## src/rtl/rv32i_rf_wb_arbiter.sv

```systemverilog
// Round-robin write-back arbiter for the RV32I register-file write port.
// Define RV32I_RF_CLEAR_EN to zero x1..x(NUM_OF_SETS-1) after reset before accepting traffic.
module rv32i_rf_wb_arbiter #(
    parameter int NUM_OF_SETS    = 32,
    parameter int DATA_BUS_WIDTH = 32,
    parameter int NUM_REQ        = 3,
    localparam int AW = $clog2(NUM_OF_SETS),
    localparam int DW = DATA_BUS_WIDTH,
    localparam int GW = $clog2(NUM_REQ)
) (
    input  logic                  clk,
    input  logic                  rst,
    input  logic [NUM_REQ-1:0]    req_valid,
    input  logic [NUM_REQ*AW-1:0] req_addr,
    input  logic [NUM_REQ*DW-1:0] req_data,
    output logic [NUM_REQ-1:0]    req_ready,
    output logic                  rf_wr_enable,
    output logic [AW-1:0]         rf_wr_addr,
    output logic [DW-1:0]         rf_wr_data,
    output logic [GW-1:0]         grant_id,
    output logic                  busy
);

    logic [AW-1:0] addr_arr [NUM_REQ];
    logic [DW-1:0] data_arr [NUM_REQ];

    for (genvar i = 0; i < NUM_REQ; i++) begin : g_unpack
        assign addr_arr[i] = req_addr[i*AW +: AW];
        assign data_arr[i] = req_data[i*DW +: DW];
    end

    logic          run;
    logic          clr_wr;
    logic [AW-1:0] clr_addr;

`ifdef RV32I_RF_CLEAR_EN
    typedef enum logic {CLEAR, RUN} state_t;
    localparam logic [AW:0] CLR_END = (AW+1)'(NUM_OF_SETS);

    state_t      state, state_nxt;
    logic [AW:0] clr_ptr, clr_ptr_nxt;

    always_ff @(posedge clk) begin
        if (rst) begin
            state   <= CLEAR;
            clr_ptr <= (AW+1)'(1);
        end else begin
            state   <= state_nxt;
            clr_ptr <= clr_ptr_nxt;
        end
    end

    // clr_ptr runs one past the last address so the final clear write
    // drains before RUN can accept a request.
    always_comb begin
        state_nxt   = state;
        clr_ptr_nxt = clr_ptr;
        clr_wr      = 1'b0;
        if (state == CLEAR) begin
            if (clr_ptr < CLR_END) begin
                clr_wr      = 1'b1;
                clr_ptr_nxt = clr_ptr + 1'b1;
            end else begin
                state_nxt = RUN;
            end
        end
    end

    assign clr_addr = clr_ptr[AW-1:0];
    assign run      = (state == RUN);
    assign busy     = (state == CLEAR);
`else
    assign clr_wr   = 1'b0;
    assign clr_addr = '0;
    assign run      = 1'b1;
    assign busy     = 1'b0;
`endif

    logic [GW-1:0] last_grant;
    logic [GW-1:0] winner;
    logic [GW-1:0] cand;
    logic          found;
    logic          hs;

    // Scan starts just past the previous winner, wrapping around.
    always_comb begin
        winner = '0;
        cand   = '0;
        found  = 1'b0;
        for (int k = 0; k < NUM_REQ; k++) begin
            cand = GW'((int'(last_grant) + 1 + k) % NUM_REQ);
            if (!found && req_valid[cand]) begin
                found  = 1'b1;
                winner = cand;
            end
        end
        hs        = run && found;
        req_ready = '0;
        if (hs) req_ready[winner] = 1'b1;
    end

    always_ff @(posedge clk) begin
        if (rst) begin
            rf_wr_enable <= 1'b0;
            rf_wr_addr   <= '0;
            rf_wr_data   <= '0;
            grant_id     <= '0;
            last_grant   <= GW'(NUM_REQ - 1);
        end else begin
            rf_wr_enable <= 1'b0;
            if (clr_wr) begin
                rf_wr_enable <= 1'b1;
                rf_wr_addr   <= clr_addr;
                rf_wr_data   <= '0;
            end else if (hs) begin
                // x0 requests still consume the grant but never write
                rf_wr_enable <= (addr_arr[winner] != '0);
                rf_wr_addr   <= addr_arr[winner];
                rf_wr_data   <= data_arr[winner];
                grant_id     <= winner;
                last_grant   <= winner;
            end
        end
    end

endmodule

```

## config.mk

```make
export PLATFORM = sky130hd
export DESIGN_NAME = rv32i_rf_wb_arbiter
export DESIGN_NICKNAME = d
export VERILOG_FILES = /design/src/rtl/rv32i_rf_wb_arbiter.sv
export SDC_FILE = /design/constraint.sdc
export NUM_CORES = 1
export LEC_CHECK = 0
export ABC_CLOCK_PERIOD_IN_PS = 2600
export BUFFER_PORTS_ARGS = -buffer_cell sky130_fd_sc_hd__buf_2
export CELL_PAD_IN_SITES_DETAIL_PLACEMENT = 0
export CELL_PAD_IN_SITES_GLOBAL_PLACEMENT = 1
export CORE_MARGIN = 3
export CORE_UTILIZATION = 27
export CTS_CLUSTER_DIAMETER = 150
export DETAILED_ROUTE_END_ITERATION = 8
export HOLD_SLACK_MARGIN = 0.15
export PLACE_DENSITY = 0.88
export SLEW_MARGIN = 10
export SYNTH_ARGS = -nofsm -noshare
export SYNTH_HDL_FRONTEND = slang
export SYNTH_SLANG_ARGS = --single-unit
export TNS_END_PERCENT = 1
```

## constraint.sdc

```tcl
create_clock -name clk -period 2.6 [get_ports clk]
set_input_delay 0.78 -clock clk [delete_from_list [all_inputs] [get_ports clk]]
set_output_delay 0.78 -clock clk [all_outputs]
set_load 0.01 [all_outputs]
```

Yosys cells after proc, flatten, opt, wreduce, memory -nomap -nowiden
Cells that the tools add are included.
{"block": "op_classes", "order_cmp": 6, "n_mul": 0, "shifts": 0, "reduce_logical": 7, "add_sub_neg": 3, "muxes": 21, "bitwise": 2, "div_mod_pow": 3, "n_eq_ne": 0}
{"operator": "$mod A32 B3 Y32 const B", "count": 3}
{"operator": "$bmux W32 S2", "count": 1}
{"operator": "$mux W32", "count": 2}
{"operator": "$add A32 B2 Y32 const B", "count": 1}
{"operator": "$lt A2 B3 Y1 const B", "count": 4}
{"operator": "$bmux W5 S2", "count": 1}
{"operator": "$mux W5", "count": 2}
{"operator": "$mux W1", "count": 7}
{"operator": "$bmux W1 S2", "count": 3}
{"operator": "$mux W2", "count": 3}
{"operator": "$reduce_bool A5 Y1", "count": 1}
{"operator": "$add A3 B2 Y4 const B", "count": 1}
{"operator": "$add A2 B1 Y3 const B", "count": 1}
{"operator": "$ge A3 B3 Y1 const B", "count": 1}
{"operator": "$logic_and A1 B1 Y1", "count": 3}
{"operator": "$mux W3", "count": 1}
{"operator": "$not A2 Y3", "count": 1}
{"operator": "$demux W1 S2", "count": 1}
{"operator": "$ge A2 B1 Y1 const B", "count": 1}
{"operator": "$logic_not A1 Y1", "count": 2}
{"operator": "$reduce_or A2 Y1", "count": 1}
{"operator": "$not A1 Y1", "count": 1}
{"block": "totals", "wordCells": 47, "reg_bits": 42, "ramBits": 0, "output_inout_bits": 44, "memories": 0, "romBits": 0, "latchBits": 0, "in_bits": 116}

Depth between registers and ports, before layout
Gate-level depths: netlist (run 1).
{"block": "logic_depth", "word_depth": 16, "mapped_depth": 12, "depth_no_buf": 9}

Worst setup path after synthesis (run 1)
Ideal clock, no wire load.
{"block": "synth_timing", "path_kind": "register to output", "from": "reg grant_id[0] (netlist name)", "to": "out req_ready[0]", "setup_slack_ns": -0.194, "n_path_buf": 4, "arrival_time_ns": 2.014, "stages_incl_launch_ff": 11, "required_time_ns": 1.820, "cell_sequence": "dfxtp_1 -> inv_1 -> ha_1 -> buf_2 -> a221oi_2 -> or2_1 -> buf_4 -> inv_4 -> buf_2 -> buf_4 -> nor3_1"}
{"item": "end, declared", "line": "16", "rtl": "output logic [NUM_REQ-1:0] req_ready,"}

Worst setup path in the final report (run 1)
{"block": "layout_timing", "from": "in req_valid[1]", "to": "out req_ready[0]"}
{"block": "layout_between", "elab_chain_cells": 14, "elab_cells_between_ends": 22, "cone_classes": "order compare (2); mux (15); reduce/logical (5)"}
{"item": "start, declared", "line": "13", "rtl": "input logic [NUM_REQ-1:0] req_valid,"}
{"item": "$bmux W1 S2", "line": "92", "rtl": "if (!found && req_valid[cand]) begin"}
{"item": "$mux W1 (implied by the code)", "line": "92"}
{"item": "$mux W1", "line": "92"}
{"item": "$logic_not A1 Y1", "line": "92"}
{"item": "$logic_and A1 B1 Y1", "line": "92"}
{"item": "$mux W1", "line": "92"}
{"item": "$logic_not A1 Y1", "line": "92"}
{"item": "$logic_and A1 B1 Y1", "line": "92"}
{"item": "$mux W2", "line": "92"}
{"item": "$lt A2 B3 Y1 (implied by the code) / $ge A2 B1 Y1 (equally long branches)", "line": "99", "rtl": "if (hs) req_ready[winner] = 1'b1;"}
{"item": "$logic_and A1 B1 Y1 (implied by the code)", "line": "99"}
{"item": "$mux W1 (implied by the code)", "line": "99"}
{"item": "$demux W1 S2", "line": "99"}
{"item": "$mux W3 (*)", "line": "99"}
Mark *: on every way between the ends. The rest lies on a longest branch, timed or not. The select of a mux whose other input is x is not followed.

==> reports/metrics.csv, run 1 <==
stage;metric;value;unit
worst_setup_path;Worst Setup End Kind;output pin;
clock_tree;Clock Tree Buf Depth;2;
timing;Worst Tran Pin Value;0.6097;ns
global_route;initial antenna violation count;1;
place;Port-buffer cells;158;
detailed_routing;Post-Route WL;9598;µm
global_route;met3 Resource Use GR;5.276;%
detailed_routing;Via density;5.121;
floorplan;die width;104.5;µm
timing;clk_skew;0.002539;ns
clock_tree;CTS sink cnt;41;
synthesis;mapped cell area;2620;µm²
floorplan;Starting Density;28.09;%
timing;Slew HR;59.31;%
power;P_int;2.556;mW
clock_tree;Clock Pin Slew Worst Setup and Hold Paths;0.07;ns
global_route;GRT overflow;0;
synthesis;Netlist cell types;41;
hold_path;min-delay src;rf_wr_addr[4];
detailed_routing;DRC;0;
final_layout;FF+latch area;823.3;µm²
floorplan;die height;104.5;µm
hold_path;min-delay worst type;reg2reg;
timing;Pins Over Slew Limit;0;
synthesis;syn_area_per_cell;8.111;µm²
worst_setup_path;crit start category;input port;
run;max_cap viols;0;
status;status;finished, violations left;
floorplan;boundary pin count;160;
detailed_routing;Pre-antenna DRT Iters;4;
global_route;largest net degree at the start of global routing;58;
final_layout;most frequent cells in the layout;158 x buf_2, 39 x dfxtp_1, 34 x and3_1;
timing;setup total negative slack;-0.07225;ns
global_route;M1 GR Usage;19.48;%
global_route;first-pass GRT wire length;15120;µm
floorplan;row count;35;
final_layout;Final Net Count;592;
worst_setup_path;Worst R2R Setup Slack;0.11;ns
clock_tree;clock buffer count from CTS;5;
worst_setup_path;CP arrival;1.88;ns
power;Combinational Power Share;71.1;%
final_layout;layout cells sized above 1;44.28;%
hold_path;Min-Delay Endpoint;rf_wr_addr[4];
global_route;vias in the first global route;3096;
timing;Hold Slack;0.4579;ns
floorplan;Core Footprint;9328;µm²
clock_tree;CTS tree;built;
worst_setup_path;capture point of the worst reg-to-reg path;rf_wr_enable;
worst_setup_path;Worst Path Required;1.82;ns
synthesis;Cells after Synth;323;
clock_tree;worst skew pair latency;0.28;ns
synthesis;Seq/Total Area, Yosys;31.33;%
worst_setup_path;reg2reg start;grant_id[0];
final_layout;Area Growth Syn to Fin;42.65;%
final_layout;Multi-input gate area;1674;µm²
timing;Min Clock Period, post-route;2.663;ns
synthesis;syn_nets;443;
worst_setup_path;Reg2Reg Depth;9;
timing;Final Cycle Share;102.4;%
worst_setup_path;Max Fanout on Critical Path;5;
detailed_routing;Detail Route Antenna Nets;0;
global_route;GR peak layer;met2;
timing;Worst Setup Slack, final;-0.06306;ns
power;power per cell area;1318;nW/µm²
hold_path;hold path depth;2;
final_layout;post-route cell area;3737;µm²
place;placed inst area;3550;µm²
power;Peak VDD IR;0.0004451;V
power;Net Sw Frac;48.12;%
place;Final HPWL DP;7013;µm
worst_setup_path;CP Class;in2out;
power;clock power share;8.5;%
timing;Hold Vio Cnt, Final;0;
global_route;met2 GRT Util;29.01;%
power;Reg power frac;20.4;%
synthesis;register bit count reported by yosys;41;
clock_tree;clk root buf;clkbuf_8;
timing;Max Freq;0.3755;GHz
global_route;Global Route Usage Sum;16.73;%
detailed_routing;drt wl/cell;15.94;µm
power;Leak Pwr;1.747;nW
synthesis;Synthesis Warnings;0;
clock_tree;cts-stage hold buffer count;0;
clock_tree;htree depth;2;
final_layout;Fillers;987;
status;failing checks;setup timing;
timing;RSZ-0062 raised after global routing;true;
power;Net Sw Power;2.371;mW
detailed_routing;Iter 0 DRT Violations;150;
place;Placer Congestion;0.8753;
timing;Setup violations, final;2;
detailed_routing;vias;3083;
final_layout;fin util;40.07;%
final_layout;commonest non-fill, non-tap cell in the layout;buf_2;
power;Total Power;4.927;mW
floorplan;die area;10920;µm²
[power groups by stage]
stage	sequential, mW	clock (mW)	combinational [mW]
after global placement	0.997	0	3.26
after CTS	1.00	0.444	3.50
after global routing	1.03	0.464	3.85
after detailed placement	1.01	0	3.32
after floorplan	1.10	0	2.34
final	1.00	0.420	3.50
[synthesized netlist by cell type]
cell type / n / area [µm²]
and2_1: 2 / 12.51
inv_4: 1 / 6.260
a22oi_1: 15 / 112.6
conb_1: 1 / 3.750
clkbuf_1: 16 / 60.06
and4_1: 1 / 8.760
a221oi_2: 1 / 15.01
o22ai_2: 1 / 12.51
nor2_2: 1 / 6.260
a41oi_2: 1 / 16.27
nor2b_4: 1 / 13.76
dfxtp_1: 41 / 820.8
buf_2: 11 / 55.05
a211oi_1: 20 / 150.1
inv_2: 1 / 3.750
nand3b_1: 21 / 157.7
o221ai_2: 1 / 15.01
o31ai_1: 20 / 150.1
and3_1: 34 / 212.7
nand2b_1: 2 / 12.51
o21ai_0: 3 / 15.01
o21ai_1: 17 / 85.08
nor4_4: 1 / 21.27
or2_1: 1 / 6.260
a21boi_2: 1 / 11.26
ha_1: 4 / 50.05
a21oi_1: 23 / 115.1
nor3_1: 4 / 20.02
buf_4: 6 / 45.04
nand2_1: 9 / 33.78
buf_6: 3 / 33.78
a211o_1: 1 / 8.760
a2111oi_0: 1 / 8.760
a21boi_0: 15 / 112.6
nor2_1: 25 / 93.84
a21boi_1: 1 / 7.510
mux2i_1: 3 / 30.03
o221ai_1: 2 / 17.52
o22ai_1: 3 / 18.77
a31o_1: 2 / 17.52
inv_1: 6 / 22.52
[registers in the layout (all words and copies together), names as in the netlist]
signal        count
last_grant        1
grant_id          2
rf_wr_addr        5
rf_wr_data       32
rf_wr_enable      1
[worst max path at each step]
stage | from | to | slack [ns]
after floorplan | grant_id[0] | req_ready[0] | 0.003
after global placement | req_valid[1] | req_ready[0] | -0.10
after detailed placement | req_valid[1] | rf_wr_data[24] | -0.13
after CTS | grant_id[0] | req_ready[0] | -0.07
after global routing | grant_id[0] | req_ready[0] | -0.15
final | req_valid[1] | req_ready[0] | -0.06
[layer usage]
metal	vias up	part of all wire, %
li1	1499	-
met1	1429	42
met2	143	48
met3	12	8.5
met4	0	1.7
met5	-	0
[final cells by class]
| cell class | instances | share of cell area, % |
|---|---|---|
| Multi-Input combinational cell | 238 | 44.79 |
| Timing Repair Buffer | 178 | 25.61 |
| Sequential cell | 41 | 22.03 |
| Tap cell | 129 | 4.319 |
| Clock buffer | 7 | 2.310 |
| Inverter | 8 | 0.8704 |
| Antenna cell | 1 | 0.06696 |
[per-stage QoR]
stage	cells	worst slack (ns)
floorplan	323	0.002847
global placement	592	-0.1047
detailed placement	592	-0.1344
CTS	601	-0.07354
global route	602	-0.1472
finish	602	-0.06306
[worst max-delay path: stages]
cell and delay, ns:
buf_2 0.13, inv_1 0.07, a221oi_2 0.27, or2_1 0.22, inv_4 0.05, nor3_4 0.20, buf_2 0.16
[kinds of logic after synthesis]
logic type                 after synthesis  share of synthesized area, %
AOI/OAI and AO/OA                      128                         33.95
and+or+nand+nor                        102                         22.87
buffers and inverters                   44                         8.643
DFF                                     41                         31.33
adders and majority gates                4                         1.910
muxes                                    3                         1.146
other                                    1                        0.1431
[timing repair]
item,CTS,global route
buffers inserted,2,0
resized for setup,19,2
pin swaps,6,2
endpoints found under the hold margin,0,0
setup endpoints to repair,4,3
(Power assumes the default switching activity.)
==> run 2: changes to the inputs <==
ABC_CLOCK_PERIOD_IN_PS = 2400   (was 2600)
clock period = 2.4 ns   (was 2.6 ns; I/O delays follow)
==> run 2 against run 1 <==
- the flow still finishes with violations (setup timing)
- via count increased by 0.36%
- total power up 13%
- cell area is 3.2% higher
- clock-buffer cell count stayed put
- utilization up 1.3 points
- critical path depth rose by 1
- global-route usage shrank 0.46 points
- register-to-register slack got worse by 0.05 ns
- clock power rose by 38%
- sequential power grew 9%
- combinational power increased by 12%
- critical path type is now reg2out
- critical endpoint unchanged
- highest routed layer unchanged
==> reports/metrics.csv, run 2 (synthesis results as in run 1) <==
stage;metric;value;unit;change
status;status;finished, violations left;;
status;failing checks;setup timing;;
worst_setup_path;slowest cell on the critical path;dfxtp_4;;
timing;Hold Slack;0.4640;ns;+0.006167 ns
final_layout;Largest regs;rf_wr_data (32), rf_wr_addr (5), grant_id (2);;
worst_setup_path;reg2reg start;grant_id[0];;
clock_tree;cts-stage hold buffer count;0;;unchanged
worst_setup_path;crit start category;flip-flop;;
place;dpl cells;597;;+0.84%
floorplan;row count;35;;unchanged
timing;Max Freq;0.3912;GHz;
detailed_routing;Iter 0 DRT Violations;155;;+3.3%
timing;Worst Setup Slack, final;-0.1564;ns;-0.09337 ns
final_layout;post-route cell area;3857;µm²;+3.2%
global_route;Global Route Usage Sum;16.27;%;-0.46 points
final_layout;fin util;41.35;%;+1.3 points
detailed_routing;DRC;0;;unchanged
place;Final HPWL DP;7089;µm;+1.1%
timing;Setup violations, final;3;;+1
timing;clk_skew;0.006307;ns;+0.003768 ns
place;placed inst area;3602;µm²;+1.5%
floorplan;die height;104.5;µm;unchanged
final_layout;max reg flops;32;;unchanged
final_layout;antenna diode count;0;;-1
clock_tree;worst skew pair latency;0.29;ns;about the same
floorplan;die width;104.5;µm;unchanged
place;Port-buffer cells;158;;unchanged
clock_tree;Clock Tree Buf Depth;2;;unchanged
detailed_routing;Via density;5.089;;-0.63%
power;power per cell area;1447;nW/µm²;+9.8%
global_route;vias in the first global route;3003;;-3.0%
hold_path;hold path depth;2;;unchanged
power;Peak VDD IR;0.0005875;V;+32%
global_route;initial antenna violation count;0;;-1
final_layout;Area Growth Syn to Fin;47.23;%;
worst_setup_path;Worst Setup End Kind;output pin;;
hold_path;min-delay worst type;reg2reg;;
clock_tree;htree depth;2;;unchanged
worst_setup_path;Critical path origin;grant_id[0];;
final_layout;most frequent cells in the layout;157 x buf_2, 39 x dfxtp_1, 34 x and3_1;;
hold_path;min-delay src;rf_wr_addr[4];;
worst_setup_path;Reg2Reg Depth;9;;unchanged
floorplan;boundary pin count;160;;unchanged
timing;setup total negative slack;-0.4516;ns;-0.3793 ns
detailed_routing;Post-Route WL;9416;µm;-1.9%
final_layout;Final Net Count;598;;+1.0%
worst_setup_path;CP arrival;1.84;ns;-0.04 ns
clock_tree;clock buffer count from CTS;5;;unchanged
global_route;largest net degree at the start of global routing;34;;-41%
timing;Pins Over Slew Limit;0;;unchanged
detailed_routing;Detail Route Antenna Nets;0;;unchanged
final_layout;commonest non-fill, non-tap cell in the layout;buf_2;;
floorplan;Starting Density;28.09;%;unchanged
timing;Hold Vio Cnt, Final;0;;unchanged
final_layout;Biggest register;rf_wr_data;;
worst_setup_path;crit-path most repeated cell;buf_6;;
power;Total Power;5.583;mW;+13%
global_route;GRT overflow;0;;unchanged
clock_tree;clk root buf;clkbuf_8;;
place;Placer Congestion;0.8165;;-6.7%
worst_setup_path;Worst Path Required;1.68;ns;-0.14 ns
worst_setup_path;CP Class;reg2out;;
global_route;first-pass GRT wire length;14690;µm;-2.9%
run;max_cap viols;0;;unchanged
timing;Final Cycle Share;106.5;%;
floorplan;die area;10920;µm²;unchanged
clock_tree;CTS sink cnt;41;;unchanged
detailed_routing;vias;3094;;+0.36%
worst_setup_path;peak per-stage delay on the critical path;0.37;ns;+0.10 ns
clock_tree;CTS tree;built;;
final_layout;non-filler instance count after layout;608;;+1.0%
detailed_routing;Pre-antenna DRT Iters;4;;unchanged
power;Leak Pwr;1.803;nW;+3.2%
floorplan;Core Footprint;9328;µm²;unchanged
place;pre-CTS setup slack;-0.1391;ns;-0.004692 ns
timing;Min Clock Period, post-route;2.556;ns;
worst_setup_path;Max Fanout on Critical Path;4;;-1
worst_setup_path;worst-path cell chain;buf_6 > ha_4 > buf_4 > nand2_4 > a21oi_4 > nor4_4 > nor3_4 > buf_6;;
detailed_routing;drt wl/cell;15.49;µm;-2.9%
final_layout;layout cells sized above 1;45.93;%;+1.6 points
clock_tree;Clock Pin Slew Worst Setup and Hold Paths;0.08;ns;about the same
timing;RSZ-0062 raised after global routing;true;;
run 2: worst paths after layout:
path,to,slack [ns]
setup / recovery,req_ready[0],-0.16
hold / removal,rf_wr_addr[4],0.46
setup reg to reg,rf_wr_enable,0.06
hold reg to reg,rf_wr_addr[4],0.46
run 2: final cells by class:
cell class	instances	area [µm²]
fillers	971	5470
flip-flops and latches	41	828.3
inverters	8	37.54
clock buffers	7	86.33
repair buffers	184	1012
well taps	129	161.4
multi-input cells	238	1702
clock inverters	1	30.03
run 2: per-layer routing:
| layer | wire length [µm] | up-vias | track usage [%] |
|---|---|---|---|
| met5 | 0 | - | 0 |
| met4 | 126 | 0 | 4.274 |
| met3 | 820 | 12 | 5.214 |
| met2 | 4463 | 129 | 27.54 |
| met1 | 4005 | 1443 | 19.84 |
| li1 | - | 1510 | - |
run 2: worst max-delay path, delay by kind of cell, from the launching register on:
family,cells,cell delay (ns)
and+or+nand+nor,3,0.53
buffers and inverters,3,0.41
DFF,1,0.37
adders and majority gates,1,0.16
AOI/OAI and AO/OA,1,0.07
run 2: power breakdown:
part	total (mW)	internal (mW)	switching, mW
clock network	0.580	0.339	0.241
registers	1.09	0.957	0.134
logic	3.91	1.68	2.23
total	5.58	2.98	2.60
run 2: timing repair:
action                     CTS  global route
buffers inserted             1             2
setup endpoints to repair   20            20
pin swaps                    4             5
gates resized for setup     16            15
